### src/rtl/keypad_if.sv
`default_nettype none
// ============================================================================
// Module      : keypad_if
// Description : Bundles the keypad matrix lines and the entry outputs of the
//               keypad entry block.
//               master - the keypad_entry side (senses col, drives the rest)
//               slave  - the keypad / display / lock side
//   col[3:0]         column sense, active-low, pulled up
//   row[3:0]         row drive, exactly one bit low
//   big_bin[19:0]    packed 4-character display word, digit 3 in [19:15]
//   digit_count[2:0] digits currently entered, 0..4
//   entry_valid      one-cycle pulse on a complete submitted entry
//   entry_code[15:0] BCD of the last submitted entry
//   entry_err        one-cycle pulse on Enter with an incomplete entry
// Revision    : 1.0 - initial release
// ============================================================================
interface keypad_if;
    logic [3:0]  col;
    logic [3:0]  row;
    logic [19:0] big_bin;
    logic [2:0]  digit_count;
    logic        entry_valid;
    logic [15:0] entry_code;
    logic        entry_err;

    modport master (
        input  col,
        output row, big_bin, digit_count, entry_valid, entry_code, entry_err
    );

    modport slave (
        output col,
        input  row, big_bin, digit_count, entry_valid, entry_code, entry_err
    );
endinterface
`default_nettype wire

### src/rtl/keypad_entry.sv
`default_nettype none
// ============================================================================
// Module      : keypad_entry
// Description : Scans a 4x4 active-low matrix keypad one row per slot,
//               debounces press and release, and edits a 4-character entry
//               held as a packed display word. Enter with four digits issues
//               the entry as BCD; Enter with fewer pulses an error.
//   clk    system clock
//   reset  synchronous, active-low reset
//   kp     keypad_if.master (col in; row, big_bin, digit_count,
//          entry_valid, entry_code, entry_err out)
// Revision    : 1.0 - initial release
// ============================================================================
module keypad_entry #(
    parameter int SCAN_DIV     = 1000,
    parameter int DEBOUNCE_CNT = 20
) (
    input  wire logic clk,
    input  wire logic reset,
    keypad_if.master  kp
);

    localparam int c_SLOT_W = $clog2(SCAN_DIV);
    localparam int c_CNT_W  = $clog2(DEBOUNCE_CNT + 1);
    localparam logic [c_SLOT_W-1:0] c_SLOT_LAST = c_SLOT_W'(SCAN_DIV - 1);
    localparam logic [c_CNT_W-1:0]  c_CNT_LAST  = c_CNT_W'(DEBOUNCE_CNT - 1);
    localparam logic [c_CNT_W-1:0]  c_CNT_ONE   = c_CNT_W'(1);
    localparam logic [4:0]  c_BLANK     = 5'b10011;
    localparam logic [19:0] c_ALL_BLANK = {4{c_BLANK}};

    typedef enum logic [1:0] {
        ST_SCAN     = 2'd0,
        ST_DEBOUNCE = 2'd1,
        ST_HELD     = 2'd2,
        ST_RELEASE  = 2'd3
    } state_t;

    state_t r_state, w_state_nxt;

    logic [3:0]          r_col_s1, r_cs;
    logic [c_SLOT_W-1:0] r_slot;
    logic [1:0]          r_row_idx, w_row_nxt;
    logic [1:0]          r_col_idx, w_col_nxt;
    logic [c_CNT_W-1:0]  r_cnt, w_cnt_nxt;
    logic                w_sample;
    logic                w_accept;
    logic [1:0]          w_low_col;
    logic                w_col_low;

    logic [19:0] r_big_bin;
    logic [2:0]  r_count;
    logic        r_valid;
    logic        r_err;
    logic [15:0] r_code;

    logic        w_is_digit, w_is_back, w_is_clear, w_is_enter;
    logic [3:0]  w_digit;

    // Column sync, slot timer and the scan/debounce state registers
    always_ff @(posedge clk) begin
        if (!reset) begin
            r_col_s1  <= 4'hF;
            r_cs      <= 4'hF;
            r_slot    <= '0;
            r_state   <= ST_SCAN;
            r_row_idx <= 2'd0;
            r_col_idx <= 2'd0;
            r_cnt     <= '0;
        end else begin
            r_col_s1  <= kp.col;
            r_cs      <= r_col_s1;
            r_slot    <= w_sample ? '0 : r_slot + c_SLOT_W'(1);
            r_state   <= w_state_nxt;
            r_row_idx <= w_row_nxt;
            r_col_idx <= w_col_nxt;
            r_cnt     <= w_cnt_nxt;
        end
    end

    // The synchronized columns only settle late in a slot, so decisions are
    // taken on its last cycle.
    assign w_sample  = (r_slot == c_SLOT_LAST);
    assign w_col_low = ~r_cs[r_col_idx];

    always_comb begin
        w_low_col = 2'd3;
        if (!r_cs[0])      w_low_col = 2'd0;
        else if (!r_cs[1]) w_low_col = 2'd1;
        else if (!r_cs[2]) w_low_col = 2'd2;
    end

    always_comb begin
        w_state_nxt = r_state;
        w_row_nxt   = r_row_idx;
        w_col_nxt   = r_col_idx;
        w_cnt_nxt   = r_cnt;
        w_accept    = 1'b0;
        if (w_sample) begin
            case (r_state)
                ST_SCAN: begin
                    if (r_cs != 4'hF) begin
                        w_col_nxt   = w_low_col;
                        w_cnt_nxt   = c_CNT_ONE;
                        w_state_nxt = ST_DEBOUNCE;
                    end else begin
                        w_row_nxt = r_row_idx + 2'd1;
                    end
                end
                ST_DEBOUNCE: begin
                    if (w_col_low) begin
                        if (r_cnt == c_CNT_LAST) begin
                            w_accept    = 1'b1;
                            w_cnt_nxt   = '0;
                            w_state_nxt = ST_HELD;
                        end else begin
                            w_cnt_nxt = r_cnt + c_CNT_ONE;
                        end
                    end else begin
                        w_state_nxt = ST_SCAN;
                        w_row_nxt   = r_row_idx + 2'd1;
                    end
                end
                ST_HELD: begin
                    if (r_cs == 4'hF) begin
                        w_cnt_nxt   = c_CNT_ONE;
                        w_state_nxt = ST_RELEASE;
                    end
                end
                ST_RELEASE: begin
                    if (r_cs == 4'hF) begin
                        if (r_cnt == c_CNT_LAST) begin
                            w_cnt_nxt   = '0;
                            w_state_nxt = ST_SCAN;
                            w_row_nxt   = r_row_idx + 2'd1;
                        end else begin
                            w_cnt_nxt = r_cnt + c_CNT_ONE;
                        end
                    end else begin
                        w_state_nxt = ST_HELD;
                    end
                end
                default: w_state_nxt = ST_SCAN;
            endcase
        end
    end

    // Key decode from the latched row/column position
    always_comb begin
        w_is_digit = 1'b0;
        w_is_back  = 1'b0;
        w_is_clear = 1'b0;
        w_is_enter = 1'b0;
        w_digit    = 4'd0;
        case ({r_row_idx, r_col_idx})
            4'h0: begin w_is_digit = 1'b1; w_digit = 4'd1; end
            4'h1: begin w_is_digit = 1'b1; w_digit = 4'd2; end
            4'h2: begin w_is_digit = 1'b1; w_digit = 4'd3; end
            4'h3: w_is_back = 1'b1;
            4'h4: begin w_is_digit = 1'b1; w_digit = 4'd4; end
            4'h5: begin w_is_digit = 1'b1; w_digit = 4'd5; end
            4'h6: begin w_is_digit = 1'b1; w_digit = 4'd6; end
            4'h8: begin w_is_digit = 1'b1; w_digit = 4'd7; end
            4'h9: begin w_is_digit = 1'b1; w_digit = 4'd8; end
            4'hA: begin w_is_digit = 1'b1; w_digit = 4'd9; end
            4'hC: w_is_clear = 1'b1;
            4'hD: begin w_is_digit = 1'b1; w_digit = 4'd0; end
            4'hE: w_is_enter = 1'b1;
            default: ;
        endcase
    end

    // Entry editing, applied on the edge that ends the accepting sample
    always_ff @(posedge clk) begin
        if (!reset) begin
            r_big_bin <= c_ALL_BLANK;
            r_count   <= 3'd0;
            r_valid   <= 1'b0;
            r_err     <= 1'b0;
            r_code    <= 16'h0000;
        end else begin
            r_valid <= 1'b0;
            r_err   <= 1'b0;
            if (w_accept) begin
                if (w_is_digit) begin
                    r_big_bin <= {r_big_bin[14:0], 1'b0, w_digit};
                    if (r_count != 3'd4) r_count <= r_count + 3'd1;
                end else if (w_is_back) begin
                    if (r_count != 3'd0) begin
                        r_big_bin <= {c_BLANK, r_big_bin[19:5]};
                        r_count   <= r_count - 3'd1;
                    end
                end else if (w_is_clear) begin
                    r_big_bin <= c_ALL_BLANK;
                    r_count   <= 3'd0;
                end else if (w_is_enter) begin
                    if (r_count == 3'd4) begin
                        // Digits are codes 0..9, so the low nibble of each
                        // character is its BCD value.
                        r_code    <= {r_big_bin[18:15], r_big_bin[13:10],
                                      r_big_bin[8:5],   r_big_bin[3:0]};
                        r_valid   <= 1'b1;
                        r_big_bin <= c_ALL_BLANK;
                        r_count   <= 3'd0;
                    end else begin
                        r_err <= 1'b1;
                    end
                end
            end
        end
    end

    assign kp.row         = ~(4'b0001 << r_row_idx);
    assign kp.big_bin     = r_big_bin;
    assign kp.digit_count = r_count;
    assign kp.entry_valid = r_valid;
    assign kp.entry_code  = r_code;
    assign kp.entry_err   = r_err;

endmodule
`default_nettype wire

### src/flat_wrapper.sv
// flat-port wrapper written by rule: the top's interface ports become plain ports
module keypad_entry_flat 
#(
    parameter int SCAN_DIV     = 1000,
    parameter int DEBOUNCE_CNT = 20
)
  (clk, reset, kp_col, kp_row, kp_big_bin, kp_digit_count, kp_entry_valid, kp_entry_code, kp_entry_err);
  keypad_if kp_i ();
  input  wire logic clk;
  input  wire logic reset;
  input wire logic [$bits(kp_i.col)-1:0] kp_col;
  output wire logic [$bits(kp_i.row)-1:0] kp_row;
  output wire logic [$bits(kp_i.big_bin)-1:0] kp_big_bin;
  output wire logic [$bits(kp_i.digit_count)-1:0] kp_digit_count;
  output wire logic [$bits(kp_i.entry_valid)-1:0] kp_entry_valid;
  output wire logic [$bits(kp_i.entry_code)-1:0] kp_entry_code;
  output wire logic [$bits(kp_i.entry_err)-1:0] kp_entry_err;
  assign kp_i.col = kp_col;
  assign kp_row = kp_i.row;
  assign kp_big_bin = kp_i.big_bin;
  assign kp_digit_count = kp_i.digit_count;
  assign kp_entry_valid = kp_i.entry_valid;
  assign kp_entry_code = kp_i.entry_code;
  assign kp_entry_err = kp_i.entry_err;
  keypad_entry #(.SCAN_DIV(SCAN_DIV), .DEBOUNCE_CNT(DEBOUNCE_CNT)) u_core (.clk(clk), .reset(reset), .kp(kp_i));
endmodule
### config.mk
export PLATFORM = sky130hd
export DESIGN_NAME = keypad_entry_flat
export DESIGN_NICKNAME = d
export VERILOG_FILES = /design/src/rtl/keypad_if.sv /design/src/rtl/keypad_entry.sv /design/src/flat_wrapper.sv
export SDC_FILE = /design/constraint.sdc
export NUM_CORES = 1
export LEC_CHECK = 0
export ABC_AREA = 1
export BUFFER_PORTS_ARGS = -buffer_cell sky130_fd_sc_hd__buf_2
export CORE_MARGIN = 5
export CORE_UTILIZATION = 55
export CTS_CLUSTER_SIZE = 40
export DETAILED_ROUTE_END_ITERATION = 10
export PLACE_DENSITY = 0.77
export SYNTH_ARGS = -nofsm -noshare
export SYNTH_HDL_FRONTEND = slang
export SYNTH_SLANG_ARGS = --single-unit
### constraint.sdc
create_clock -name clk -period 2.5 [get_ports clk]
set_input_delay 0.25 -clock clk [delete_from_list [all_inputs] [get_ports clk]]
set_output_delay 0.25 -clock clk [all_outputs]
set_load 0.01 [all_outputs]
Word-level counts from Yosys, hierarchy flattened
Index checks and enable logic that the tools add are counted.

Output and inout bits: 45. Word-level logic and storage cells: 121. Flip-flop bits (word level): 70. Bits of input ports: 6.

$add $sub $neg: 5. Reductions and logical operators: 16. Shift operators: 1. Magnitude comparators: 1. Muxes and demuxes: 47. Bitwise gates (word level): 7. Equality and inequality tests: 32.

Operators with widths (count): 20-bit 2-to-1 mux (6); 4-bit one-hot mux with 9 select lines (1); 4-bit == test (second input constant) (7); 5-bit 2-to-1 mux (5); 2-bit 2-to-1 mux (12); 3-bit 2-to-1 mux (7); 5-bit one-hot mux with 4 select lines (1); 5-bit AND reduction (3); 4-bit by 3-bit == test with 1-bit output (second input constant) (3); 1-bit 2-to-1 mux (12); 6-bit AND reduction (2); 10-bit by 1-bit adder with 10-bit output (second input constant) (1); 10-bit == test (second input constant) (1); 2-bit by 1-bit inequality test with 1-bit output (second input constant) (5); 10-bit OR reduction (1); 4-bit by 2-bit == test with 1-bit output (second input constant) (2); 2-bit one-hot mux with 4 select lines (1); 4-bit nonzero test (2); 2-bit inequality test (second input constant) (3); 3-bit by 2-bit inequality test with 1-bit output (second input constant) (2); 1-bit NOT (6); 2-bit one-hot mux with 3 select lines (1); 3-bit nonzero test (2); 6-bit OR reduction (1); other kinds (21) (22).

Depth between registers and ports, before layout
Gate-level depths: netlist of the first run.

Word-level depth: 7. Gate-level depth with buffers: 14. Mapped depth without buffers: 13.

Worst setup path after synthesis of the first run
No wires, ideal clock.

Path kind: register to register. Start point: register u_core.r_count[0] (netlist: u_core.kp.digit_count[0]). End point: register u_core.r_big_bin[4] (netlist: u_core.kp.big_bin[4]). Required time: 2374 ps. Path slack: 724 ps. Library setup time: 126 ps. Arrival time: 1650 ps. Path buffers: 1. Period minus slack after synthesis: 1776 ps. Cell stages (with the launch flop): 12. Cell sequence: dfxtp_1 inv_1 ha_1 nand2_1 nor2_2 a21oi_1 nand4_4 nand2_4 inv_4 buf_6 o21ai_1 nand2_1.

Cells in the longest elaborated chain, start to end: 3. Elaborated cells on any way between the ends: 5. Those cells by class: 2 x eq/ne; 3 x reduce/logical.

Ends and longest elaborated chain: start: declaration (line keypad_entry.sv:51) `logic [2:0] r_count;`; start signal: assignment (line keypad_entry.sv:186) `if (r_count != 3'd4) r_count <= r_count + 3'd1;`; start signal: assignment (line keypad_entry.sv:190) `r_count <= r_count - 3'd1;`; 3-bit == test / 3-bit nonzero test (equally long branches) (line keypad_entry.sv:196, keypad_entry.sv:188); 4-bit nonzero test (no source line) / 3-bit by 2-bit inequality test with 1-bit output (equally long branches); 4-bit AND reduction (no source line) *; end signal: assignment (line keypad_entry.sv:189) `r_big_bin <= {c_BLANK, r_big_bin[19:5]};`; end signal: assignment (line keypad_entry.sv:193) `r_big_bin <= c_ALL_BLANK;`; end signal: assignment (line keypad_entry.sv:202) `r_big_bin <= c_ALL_BLANK;`; end: declaration (line keypad_entry.sv:50) `logic [19:0] r_big_bin;`.

Mark *: on every way between the ends. The rest lies on a longest branch, timed or not. A chain may end at the register's enable or synchronous reset.

Final worst setup path of the first run
Start point: register u_core.r_row_idx[0]. End point: register u_core.r_big_bin[13] (netlist: u_core.kp.big_bin[13]).

Cells in the longest elaborated chain, start to end: 5. Elaborated cells on any way between the ends: 25. Those cells by class: 13 x eq/ne; 7 x mux; 5 x reduce/logical.

Ends and longest elaborated chain: start: declaration (line keypad_entry.sv:42) `logic [1:0] r_row_idx, w_row_nxt;`; start signal: assignment (line keypad_entry.sv:74) `r_row_idx <= w_row_nxt;`; 4-bit == test (tied with other cells) (line keypad_entry.sv:154) `case ({r_row_idx, r_col_idx})`; 10-bit OR reduction (no source line) / 1-bit 2-to-1 mux (equally long branches); 1-bit 2-to-1 mux / 20-bit 2-to-1 mux (equally long branches) (line keypad_entry.sv:154, keypad_entry.sv:192); 3-bit by 2-bit inequality test with 1-bit output (no source line) (tied with other cells); 4-bit AND reduction (no source line) / 20-bit 2-to-1 mux (equally long branches); end signal: assignment (line keypad_entry.sv:175) `r_big_bin <= c_ALL_BLANK;`; end signal: assignment (line keypad_entry.sv:185) `r_big_bin <= {r_big_bin[14:0], 1'b0, w_digit};`; end signal: assignment (line keypad_entry.sv:189).

Several ways; a longest one is shown, not always the timed one.

==> qor.csv, run 1 <==
metric;value;unit
cts_max_path_buffers;2;
cp-end-kind;flop;
maxSlewViolCount;0;
tightest_slew;0.4911;ns
root_buffer;clkbuf_8;
synth_nets;470;
antenna_found_initial;0;
drtAntennaViolNets;0;
rsz0062_at_grt;no;
synthToLayoutAreaGrowth;13.02;%
slew_headroom;67.18;%
viasPerCell;5.298;
synth-edff-count;0;
finalCriticalPeriod;2.194;ns
die-area;7781;µm²
cts_sinks;70;
yosys_warnings;0;
die_y;88.21;µm
die_w;88.21;µm
critPathKind;flop to flop;
synth_seq_area_share;41.65;%
hpwl;5385;µm
finalPower;1.970;mW
worst-path-max-fanout;23;
cp_slowest_cell;nand2_1;
ys_ff_latch;70;
portBuffers;50;
cts-buffers-inserted;9;
drt_iter0_markers;216;
diodes;0;
clk_latency;0.34;ns
cts_htree_levels;3;
wl_per_cell;12.93;µm
layout-drive-gt1-share;18.90;%
grt_overflow;0;
finalHoldViolCount;0;
finalNetCount;519;
finalCritPeriodShare;87.77;%
drc;0;
leakagePower;1.795;nW
path_cells;inv_1 > ha_1 > nand2_1 > nor2_2 > nor2_8 > nand2_4 > inv_4 > nand2_1 > nand2_1 > nor2_1;
core-area;5921;µm²
setup_viol;0;
grt_max_degree;44;
clk_pin_slew;0.07;ns
syn_avg_cell_area;7.411;µm²
maxCapViolCount;0;
place.gp.congestion;0.8275;
synthArstFlopShare;0;%
synth_cell_type_count;38;
ios;51;
worst_ep_required_time;2.74;ns
vias;3089;
status;finished, final reports clean;
cts_setup_buffers;0;
cp.arrival;2.43;ns
power_density;518.1;nW/µm²
cp-start-kind;flop;
critPathMaxStageDelay;0.41;ns
grt_usage;20.71;%
peakVddDrop;405.0;µV
hp-class;input port to flop;
routed_wl;7538;µm
synth_area;3364;µm²
grt_pass1_wl;12720;µm
grt_pass1_vias;2937;
skew;0.01084;ns
first_pass_iters;5;
initial_core_util;56.83;%
fmax;455.7;MHz
synth_cells;454;
row_count;28;
cts_tree;built;
crit_top_cell;nand2_1;
setup_tns;0;ns
synth_ff_type;dfxtp_1;
[cell usage after synthesis (6+ instances only)]
cell,number,share of area [%]
nand2_1,90,10
dfxtp_1,70,42
nor2_1,58,6.5
inv_1,48,5.4
o21ai_0,30,4.5
nand3_1,26,3.9
a21oi_1,24,3.6
nor3_1,13,1.9
ha_1,10,3.7
or2_2,9,1.7
a22oi_1,8,1.8
nand4_1,7,1.3
buf_2,6,0.89
o21ai_1,6,0.89
[per-stage QoR]
stage / area, µm² / hold WS (ns) / utilization, % / setup WS (ns) / instances
2_1_floorplan: 3364 / 0.3566 / - / 0.7243 / 454
3_3_place_gp: 3630 / 0.3938 / 61.31 / 0.3400 / 567
3_5_place_dp: 3630 / 0.3984 / 61.31 / 0.2244 / 567
4_1_cts: 3797 / 0.08091 / 64.14 / 0.2065 / 583
5_1_grt: 3802 / 0.08010 / 64.22 / 0.09792 / 583
6_report: 3802 / 0.08880 / 64.22 / 0.3057 / 583
[final cells by class]
class                      count  area [µm²]
clock inverter                 4       22.52
sequential                    70        1401
clock buffer                  12       145.1
tap                           75       93.84
timing repair buffer          53       272.8
multi-input combinational    315        1662
inverter                      54       205.2
fill                         558        2118
[critical path: cells and delay by family (launching register included)]
family | cells | cell delay, ns
fa+ha+maj | 1 | 0.29
flops | 1 | 0.37
buf+inv | 2 | 0.34
simple gates | 7 | 1.08
[power by group]
part           internal [mW]  switching [mW]
logic                 0.0182          0.0316
clock network          0.383           0.407
registers               1.12         0.00600
total                   1.53           0.445
[logic make-up (layout without fill, tap and decap cells)]
kind of cell,count (synthesis),after routing,synth area share [%]
AND/OR/NAND/NOR,222,222,31.31
AO/OA/AOI/OAI,79,79,13.17
flip-flops,70,70,41.65
buffers and inverters,69,123,9.111
adder cells (fa/ha/maj),10,10,3.719
XOR/XNOR,4,4,1.041
[repair_timing]
action	in CTS	in global routing
resized for setup	0	1
endpoints found under the setup margin	0	4
hold buffers	0	0
[layer usage]
| layer | GRT usage (%) | wire length (µm) | vias to the layer above |
|---|---|---|---|
| li1 | - | - | 1573 |
| met3 | 5.028 | 415 | 13 |
| met2 | 33.58 | 3567 | 89 |
| met1 | 26.18 | 3409 | 1414 |
| met5 | 0 | 0 | - |
| met4 | 9.203 | 146 | 0 |
[sequential cells by signal (all words and copies together) (netlist names)]
register and flops:
u_core.kp.big_bin 20, u_core.kp.entry_code 16, u_core.r_slot 10, u_core.r_cnt 5
u_core.r_col_s1 4, u_core.r_cs 4, u_core.kp.digit_count 3, u_core.r_col_idx 2
u_core.r_row_idx 2, u_core.r_state 2, u_core.kp.entry_err 1, u_core.kp.entry_valid 1
[layout by cell type (no fill, tap or decap), types with 4 or more instances in the layout]
cell type and n:
dfxtp_1 70, ha_1 10, inv_1 48, nand2_1 90
clkbuf_8 10, nor3b_1 4, or2_2 9, a22oi_1 8
nand4_1 7, buf_2 50, o21ai_0 30, o21ai_1 6
a21oi_1 24, inv_2 4, nor3_1 13, nand3_1 25
o211ai_1 4, nor2_1 58
[worst paths after layout]
check	from	endpoint	slack [ns]	cells after the start
max	u_core.r_row_idx[0]$_SDFFE_PN0P_	u_core.kp.big_bin[13]$_SDFFE_PN0P_	0.31	10
min	kp_col[3]	u_core.r_col_s1[3]$_SDFF_PN1_	0.09	2
max reg2reg	u_core.r_row_idx[0]$_SDFFE_PN0P_	u_core.kp.big_bin[13]$_SDFFE_PN0P_	0.31	10
min reg2reg	u_core.r_col_s1[1]$_SDFF_PN1_	u_core.r_cs[1]$_SDFF_PN1_	0.41	1
No activity file was read; power rests on OpenSTA's default activity.
==> run 2: changes to the inputs <==
- CORE_UTILIZATION: 55 -> 51
- GPL_ROUTABILITY_DRIVEN: not set -> 0
- PLACE_DENSITY: 0.77 -> 0.76
- clock period: 2.5 -> 2 ns (I/O delays scaled with it)
==> run 2 against run 1 <==
Against the previous run:
- critical path depth grew 1
- first-iteration DRC count is 33% higher
- global-route usage shrank 1.9 points
- cell count is 1.7% higher
- wire length down 1.8%
- clock skew rose by 0.0018 ns
- via count fell by 0.42%
- sequential share of layout area down 1.6 points
- fmax is 20% higher
- total power is 46% higher
- largest cell class unchanged
- largest power group unchanged
- highest routed layer unchanged
==> qor.csv, run 2 (synthesis gave the netlist of run 1 again) <==
metric;value;unit;change
status;finished, final reports clean;;unchanged
grt_pass1_vias;2918;;was 2937
finalCritPeriodShare;91.77;%;was 87.77%
diodes;0;;unchanged
largest_reg_flops;20;;unchanged
cp-start-kind;flop;;unchanged
clk_latency;0.35;ns;was 0.34 ns
intPower;2.294;mW;was 1.525 mW
grt_overflow;0;;unchanged
viasPerCell;5.187;;was 5.298
cts_tree;built;;unchanged
peakVddDrop;560.1;µV;was 405.0 µV
hold_depth;2;;unchanged
cts-buffers-inserted;9;;unchanged
drt_iter0_markers;287;;was 216
p_comb_share;2.2;%;was 2.5%
critPathKind;flop to flop;;unchanged
reg2reg_depth;11;;was 10
worst-path-max-fanout;14;;was 23
synthToLayoutAreaGrowth;18.48;%;was 13.02%
reg2reg_slack;0.16;ns;was 0.31 ns
hp-class;input port to flop;;unchanged
die-area;8321;µm²;was 7781 µm²
cts_max_path_buffers;2;;unchanged
swShare;20.21;%;was 22.58%
rsz0062_at_grt;no;;unchanged
drtAntennaViolNets;0;;unchanged
clk_pin_slew;0.07;ns;about the same
row_count;29;;was 28
place_inst;577;;was 567
path_cells;ha_2 > inv_1 > nor2_1 > nand3_2 > nor2_4 > nand2_4 > nor2_8 > nand2_4 > buf_4 > a21oi_1 > nand2_1;;was inv_1 > ha_1 > nand2_1 > nor2_2 > nor2_8 > nand2_4 > inv_4 > nand2_1 > nand2_1 > nor2_1
antenna_found_initial;0;;unchanged
maxCapViolCount;0;;unchanged
power_density;721.3;nW/µm²;was 518.1 nW/µm²
die_y;91.22;µm;was 88.21 µm
grt_max_degree;36;;was 44
drc;0;;unchanged
reg2reg_to;u_core.kp.big_bin[1]$_SDFFE_PN1P_;;was u_core.kp.big_bin[13]$_SDFFE_PN0P_
cts_htree_levels;3;;unchanged
wl_per_cell;12.49;µm;was 12.93 µm
core-area;6386;µm²;was 5921 µm²
cp-end-kind;flop;;unchanged
p_sw;0.5810;mW;was 0.4449 mW
leakagePower;1.869;nW;was 1.795 nW
timing.hold.ws;0.03733;ns;was 0.08880 ns
root_buffer;clkbuf_8;;unchanged
instances_no_fill;593;;was 583
finalPower;2.875;mW;was 1.970 mW
ios;51;;unchanged
setup_viol;0;;unchanged
reg2reg_from;u_core.r_slot[0]$_SDFF_PP0_;;was u_core.r_row_idx[0]$_SDFFE_PN0P_
slew_headroom;73.45;%;was 67.18%
vias;3076;;was 3089
first_pass_iters;4;;was 5
fmax;544.8;MHz;was 455.7 MHz
initial_core_util;52.68;%;was 56.83%
hpwl;5397;µm;was 5385 µm
finalCriticalPeriod;1.835;ns;was 2.194 ns
crit_top_cell;nand2_4;;was nand2_1
skew;0.01266;ns;was 0.01084 ns
finalHoldViolCount;0;;unchanged
tightest_slew;0.3978;ns;was 0.4911 ns
grt_pass1_wl;13190;µm;was 12720 µm
mostFrequentLayoutCell;nand2_1;;unchanged
finalNetCount;527;;was 519
min_from;kp_col[2];;was kp_col[3]
critPathBufInv;2;;unchanged
cp_slowest_cell;dfxtp_2;;was nand2_1
worst_ep_required_time;2.24;ns;was 2.74 ns
cp.arrival;2.07;ns;was 2.43 ns
layout-drive-gt1-share;22.29;%;was 18.90%
holdPathEnd;u_core.r_col_s1[2]$_SDFF_PN1_;;was u_core.r_col_s1[3]$_SDFF_PN1_
seq_power_share;49.2;%;was 57.4%
cts_sinks;70;;unchanged
path_delay_family;simple AND/OR/NAND/NOR gates;;unchanged
clock_power_share;48.6;%;was 40.1%
maxSlewViolCount;0;;unchanged
critPathMaxStageDelay;0.35;ns;was 0.41 ns
grt_usage;18.85;%;was 20.71%
portBuffers;50;;unchanged
die_w;91.22;µm;was 88.21 µm
setup_tns;0;ns;unchanged
routed_wl;7405;µm;was 7538 µm
final_cell_mix;nand2_1, dfxtp_1, nor2_1;;unchanged
## run 2: worst max-delay path by stage
| stage | start | to | slack (ns) | cells after the start |
|---|---|---|---|---|
| 4_1_cts | u_core.r_row_idx[0]$_SDFFE_PN0P_ | u_core.kp.big_bin[1]$_SDFFE_PN1P_ | 0.05 | 9 |
| 5_1_grt | u_core.r_row_idx[1]$_SDFFE_PN0P_ | u_core.kp.digit_count[1]$_SDFFE_PN0P_ | 0.0006 | 12 |
| 3_5_place_dp | u_core.r_row_idx[0]$_SDFFE_PN0P_ | u_core.kp.big_bin[1]$_SDFFE_PN1P_ | 0.07 | 9 |
| 2_1_floorplan | u_core.kp.digit_count[0]$_SDFFE_PN0P_ | u_core.kp.big_bin[4]$_SDFFE_PN1P_ | 0.22 | 11 |
| 6_report | u_core.r_slot[0]$_SDFF_PP0_ | u_core.kp.big_bin[1]$_SDFFE_PN1P_ | 0.16 | 11 |
| 3_3_place_gp | u_core.r_row_idx[0]$_SDFFE_PN0P_ | u_core.kp.big_bin[1]$_SDFFE_PN1P_ | 0.1 | 9 |
## run 2: final cells by class
class / count / area (µm²)
Timing Repair Buffer: 61 / 336.6
Sequential cell: 70 / 1406
Tap cell: 77 / 96.34
Multi-Input combinational cell: 315 / 1692
Clock buffer: 11 / 141.4
Fill cell: 567 / 2400
Inverter: 54 / 207.7
Clock inverter: 5 / 106.4
## run 2: per-stage QoR
step           cell area (µm²)  utilization (%)  setup slack, ns
3_5_place_dp              3692            57.82          0.06795
3_3_place_gp              3692            57.82          0.09995
2_1_floorplan             3364                -           0.2243
5_1_grt                   3986            62.42        0.0005589
6_report                  3986            62.42           0.1645
4_1_cts                   3940            61.70          0.05345
## run 2: routing by layer
layer / vias to the layer above / share of wire (%) / global-route usage, % / wire length (µm)
met1: 1384 / 49 / 24.90 / 3638
met3: 15 / 4.8 / 3.636 / 358
met4: 0 / 2.2 / 9.169 / 161
li1: 1594 / - / - / -
met5: - / 0 / 0 / 0
met2: 83 / 44 / 29.51 / 3247
## run 2: repair_timing
| item | in CTS | in global routing |
|---|---|---|
| setup buffers | 0 | 0 |
| hold buffers | 0 | 0 |
| setup endpoints to repair | 0 | 41 |
| endpoints found under the hold margin | 0 | 0 |
| resized for setup | 0 | 15 |
## run 2: power groups by stage
stage | clock network (mW) | registers, mW | logic (mW)
6_report | 1.40 | 1.41 | 0.0642
5_1_grt | 1.50 | 1.42 | 0.0762
4_1_cts | 1.42 | 1.41 | 0.0640
3_5_place_dp | 0 | 1.45 | 0.0636
3_3_place_gp | 0 | 1.44 | 0.0620
2_1_floorplan | 0 | 1.44 | 0.0483
